<file path="config.mk">
export PLATFORM = sky130hd
export DESIGN_NAME = input_debouncer
export DESIGN_NICKNAME = d
export VERILOG_FILES = /design/src/rtl/input_debouncer_pkg.sv /design/src/rtl/input_debouncer_sync_2ff.sv /design/src/rtl/input_debouncer.sv
export SDC_FILE = /design/constraint.sdc
export NUM_CORES = 1
export LEC_CHECK = 0
export ABC_AREA = 1
export CAP_MARGIN = 20
export CORE_AREA = 2 2 39 41
export CTS_BUF_LIST = sky130_fd_sc_hd__clkbuf_8
export CTS_CLUSTER_DIAMETER = 30
export DETAILED_ROUTE_END_ITERATION = 8
export DIE_AREA = 0 0 41 43
export GPL_TIMING_DRIVEN = 0
export PLACE_DENSITY = 0.79
export SYNTH_ARGS = -nofsm -noshare
export SYNTH_HDL_FRONTEND = slang
export SYNTH_HIERARCHICAL = 1
export SYNTH_SLANG_ARGS = --single-unit
export TNS_END_PERCENT = 100
</file>
<file path="constraint.sdc">
create_clock -name CLK -period 1.54 [get_ports CLK]
set_input_delay 0.308 -clock CLK [delete_from_list [all_inputs] [get_ports CLK]]
set_output_delay 0.308 -clock CLK [all_outputs]
set_load 0.005 [all_outputs]
</file>
<file path="src/rtl/input_debouncer_pkg.sv">
// Shared constants for the input debouncer.
// State encoding and default qualification length.
package input_debouncer_pkg;
  typedef logic [1:0] state_t;
  localparam state_t LOW_STABLE  = 2'b00;
  localparam state_t WAIT_HIGH   = 2'b01;
  localparam state_t HIGH_STABLE = 2'b10;
  localparam state_t WAIT_LOW    = 2'b11;
  localparam int DB_COUNT_DEF = 8;
endpackage

</file>
<file path="src/rtl/input_debouncer_sync_2ff.sv">
// Two-flop synchronizer for asynchronous pad inputs.
// Reusable on any single-bit level crossing into CLK.
module sync_2ff (
  input  logic CLK,
  input  logic RST,
  input  logic D,
  output logic Q
);
  logic r_s1;
  logic r_s2;

  always_ff @(posedge CLK or negedge RST) begin
    if (!RST) begin
      r_s1 <= 1'b0;
      r_s2 <= 1'b0;
    end else begin
      r_s1 <= D;
      r_s2 <= r_s1;
    end
  end

  assign Q = r_s2;
endmodule

</file>
<file path="src/rtl/input_debouncer.sv">
// Switch debouncer: synchronize, qualify DB_COUNT stable samples,
// then emit a registered clean level plus edge strobes.
module input_debouncer
  import input_debouncer_pkg::*;
#(
  parameter int DB_COUNT = DB_COUNT_DEF,
  parameter int CNT_W    = 8
) (
  input  logic CLK,
  input  logic RST,
  input  logic Raw_In,
  output logic In1_Clean,
  output logic Rise_Pulse,
  output logic Fall_Pulse,
  output logic Busy
);
  localparam logic [CNT_W-1:0] CNT_MAX = CNT_W'(DB_COUNT - 1);

  logic             w_s2;
  state_t           r_state;
  state_t           w_state_nxt;
  logic [CNT_W-1:0] r_cnt;
  logic [CNT_W-1:0] w_cnt_nxt;
  logic             r_clean;
  logic             r_rise;
  logic             r_fall;
  logic             r_busy;
  logic             w_clean;
  logic             w_rise;
  logic             w_fall;
  logic             w_busy;

  sync_2ff u_sync (
    .CLK (CLK),
    .RST (RST),
    .D   (Raw_In),
    .Q   (w_s2)
  );

  always_ff @(posedge CLK or negedge RST) begin
    if (!RST) begin
      r_state <= LOW_STABLE;
      r_cnt   <= '0;
      r_clean <= 1'b0;
      r_rise  <= 1'b0;
      r_fall  <= 1'b0;
      r_busy  <= 1'b0;
    end else begin
      r_state <= w_state_nxt;
      r_cnt   <= w_cnt_nxt;
      r_clean <= w_clean;
      r_rise  <= w_rise;
      r_fall  <= w_fall;
      r_busy  <= w_busy;
    end
  end

  // cnt only advances below CNT_MAX, so it can never wrap
  always_comb begin
    w_state_nxt = r_state;
    w_cnt_nxt   = r_cnt;
    case (r_state)
      LOW_STABLE: begin
        if (w_s2) begin
          w_state_nxt = WAIT_HIGH;
          w_cnt_nxt   = '0;
        end
      end
      WAIT_HIGH: begin
        if (!w_s2) begin
          w_state_nxt = LOW_STABLE;
          w_cnt_nxt   = '0;
        end else if (r_cnt >= CNT_MAX) begin
          w_state_nxt = HIGH_STABLE;
          w_cnt_nxt   = '0;
        end else begin
          w_cnt_nxt = r_cnt + 1'b1;
        end
      end
      HIGH_STABLE: begin
        if (!w_s2) begin
          w_state_nxt = WAIT_LOW;
          w_cnt_nxt   = '0;
        end
      end
      WAIT_LOW: begin
        if (w_s2) begin
          w_state_nxt = HIGH_STABLE;
          w_cnt_nxt   = '0;
        end else if (r_cnt >= CNT_MAX) begin
          w_state_nxt = LOW_STABLE;
          w_cnt_nxt   = '0;
        end else begin
          w_cnt_nxt = r_cnt + 1'b1;
        end
      end
      default: begin
        w_state_nxt = LOW_STABLE;
        w_cnt_nxt   = '0;
      end
    endcase
  end

  // Outputs are precomputed from the next state and registered
  always_comb begin
    w_clean = 1'b0;
    w_busy  = 1'b0;
    w_rise  = (r_state == WAIT_HIGH)
           && (w_state_nxt == HIGH_STABLE);
    w_fall  = (r_state == WAIT_LOW)
           && (w_state_nxt == LOW_STABLE);
    case (w_state_nxt)
      LOW_STABLE:  w_clean = 1'b0;
      WAIT_HIGH:   w_busy  = 1'b1;
      HIGH_STABLE: w_clean = 1'b1;
      WAIT_LOW: begin
        w_clean = 1'b1;
        w_busy  = 1'b1;
      end
      default: begin
        w_clean = 1'b0;
        w_busy  = 1'b0;
      end
    endcase
  end

  assign In1_Clean  = r_clean;
  assign Rise_Pulse = r_rise;
  assign Fall_Pulse = r_fall;
  assign Busy       = r_busy;
endmodule

</file>
==> reports/qor.yml <==
yosysTopAreaCell: "dfrtp_1"
fin_crit_ns: 1.42
critPathKind: "flop to output port"
cts-root-buf: "clkbuf_8"
synth_top_area_share_pct: 61.1
setup.worst_path.end_class: "output port"
grt_pass1_vias: 388
hold_viol_final: 0
ys_top_cells_by_area: "dfrtp_1 61%, nand2_1 6.7%, inv_1 6.1%, nor2_1 6.1%, nand2_2 5.1%"
seq_area_um2: 377
routed_wl_um: 949
highest_layer: "met4"
worstPathArrival_ns: 1.11
vias_per_cell: 4.41
synth_area_per_cell_um2: 9.60
cts_tree: "yes"
critPathTopFamily: "buffers and inverters"
row_count: 14
rsz0062_at_grt: "false"
drtIter0Drc: 10
met3_length_um: 27
fin_skew_ns: 0.00358
dp_hpwl_um: 648
area_delta_synth_final_pct: 22.0
cts.htree.levels: 1
antenna_found_initial: 0
place_area_um2: 694
worstPathMaxFanout: 3
powerDensity_mw_per_mm2: 1030
finalSetupTns_ns: 0
layout-drive-gt1-share_pct: 24.0
insertion_delay_ns: 0.25
core_mm2: 0.00138
avgRoutedWirePerCell_um: 10.4
max_slew_margin_pct: 54.9
synth_cell_type_count: 12
start_util_pct: 44.4
via_count: 401
maxCapViolCount: 0
crit_chain: "clkdlybuf4s50_1"
finalCritPeriodShare_pct: 92.2
tightest_slew_ns: 0.674
fmax_mhz: 704
yosysWarnings: 6
crit_buf_inv: 1
cpPeakStageDelay_ns: 0.50
cts_buffer_depth: 2
ioPinCount: 7
outcome: "completed"
ir_drop_mv: 0.534
nets: 80
setup_viol: 0
routed-wl-met2_um: 448
die_w_um: 41
num-fill-cells: 131
total_power_mw: 0.768
design_area_um2: 749
dp_cells: 86
antenna_cells: 0
p_leak_nw: 0.385
clock-sinks: 15
numCtsBuffers: 3
critPathLaunchType: "flop"
timing.rr.start: "r_cnt[0]"
clk_pin_slew_ns: 0.06
syn_inst: 64
die_area_mm2: 0.00176
grt-ovfl-total: 0
hold_start: "u_sync/r_s1"
gp_congestion: 0.670
fin_util_pct: 54.2
cp.required_ns: 1.23
syn-cell-area_um2: 614
die_y_um: 43
syn_nets: 68
worstHoldPathType: "flop to flop"
slowest_stage: "clkdlybuf4s50_1"
grt_pass1_wl_mm: 1.59
fin_cells: 91
synth-seq-cells: 15
seq_area_frac_synth_pct: 61.1
ant_nets: 0
first_pass_iters: 4
io_buffers: 6
crit_start: "r_state[0]"
grt_usage_pct: 13.7
multi_input_area_um2: 194
drc: 0
grt_max_degree: 16
wl_met1_um: 463
slew_violations: 0
==> where the power goes <==
| group | internal [mW] | leakage (nW) | switching, mW | total [mW] |
|---|---|---|---|---|
| Combinational | 0.0178 | 0.160 | 0.0262 | 0.0439 |
| Sequential | 0.403 | 0.200 | 0.00702 | 0.410 |
| Clock | 0.179 | 0.0255 | 0.135 | 0.314 |
| Total | 0.600 | 0.385 | 0.168 | 0.768 |
==> cell type report <==
| type | instances | share of cell area (%) |
|---|---|---|
| Inverter | 12 | 6.01 |
| Timing Repair Buffer | 7 | 9.02 |
| Sequential cell | 15 | 50.3 |
| Multi-Input combinational cell | 37 | 25.9 |
| Tap cell | 16 | 2.67 |
| Clock buffer | 3 | 5.51 |
| Clock inverter | 1 | 0.668 |
==> cell usage in the layout (no fill, tap or decap) <==
cell and instances:
dfrtp_1 14, nand2_1 11, nor2_1 10, inv_1 10, clkdlybuf4s50_1 6, nand2_2 5, nand3_1 4, clkbuf_8 3
inv_2 2, a21oi_2 2, o21ai_2 2, a21oi_1 1, nor2_4 1, ha_1 1, clkinv_2 1, dfrtp_2 1
buf_4 1
==> cell usage after synthesis <==
cell type / instances
dfrtp_1: 15
nand2_1: 11
inv_1: 10
nor2_1: 10
nand2_2: 5
nand3_1: 4
a21oi_2: 2
inv_2: 2
o21ai_2: 2
a21oi_1: 1
ha_1: 1
nor2_4: 1
==> routing by layer <==
| metal | track usage, % | vias to the layer above |
|---|---|---|
| met3 | 1.57 | 2 |
| met2 | 17.8 | 5 |
| li1 | - | 215 |
| met4 | 12.0 | 0 |
| met5 | 0 | - |
| met1 | 19.2 | 179 |
==> cells by family after synthesis <==
family / after synthesis / synth area share, %
flops: 15 / 61.1
compound gates: 5 / 6.52
buf+inv: 12 / 7.33
fa+ha+maj: 1 / 2.04
simple gates: 31 / 23.0
==> per-stage QoR <==
stage / hold slack (ns) / worst slack, ns
after floorplan: 0.0124 / 0.390
after detailed placement: 0.336 / 0.236
final: 0.349 / 0.120
after CTS: 0.350 / 0.0279
after global routing: 0.374 / 0.0717
after global placement: 0.334 / 0.250
==> what timing repair did <==
action / 4_1_cts / 5_1_grt
setup buffers: 0 / 1
hold buffers: 0 / 0
resized for setup: 1 / 0
endpoints found under the setup margin: 1 / 1
==> worst paths after layout <==
path                               to  slack [ns]  cells after the start
hold reg to reg              u_sync/Q        0.35                      0
setup / recovery                 Busy        0.12                      1
max in group asynchronous  r_state[0]        0.60                      1
setup reg to reg            In1_Clean        0.27                      9
hold / removal               u_sync/Q        0.35                      0
min in group asynchronous    r_cnt[1]        0.47                      1
==> sequential cells by signal, indices dropped and copies added (netlist names) <==
name         cells
r_cnt            8
u_sync/Q         1
u_sync/r_s1      1
Rise_Pulse       1
Fall_Pulse       1
In1_Clean        1
r_state          2
(Power assumes the default switching activity.)
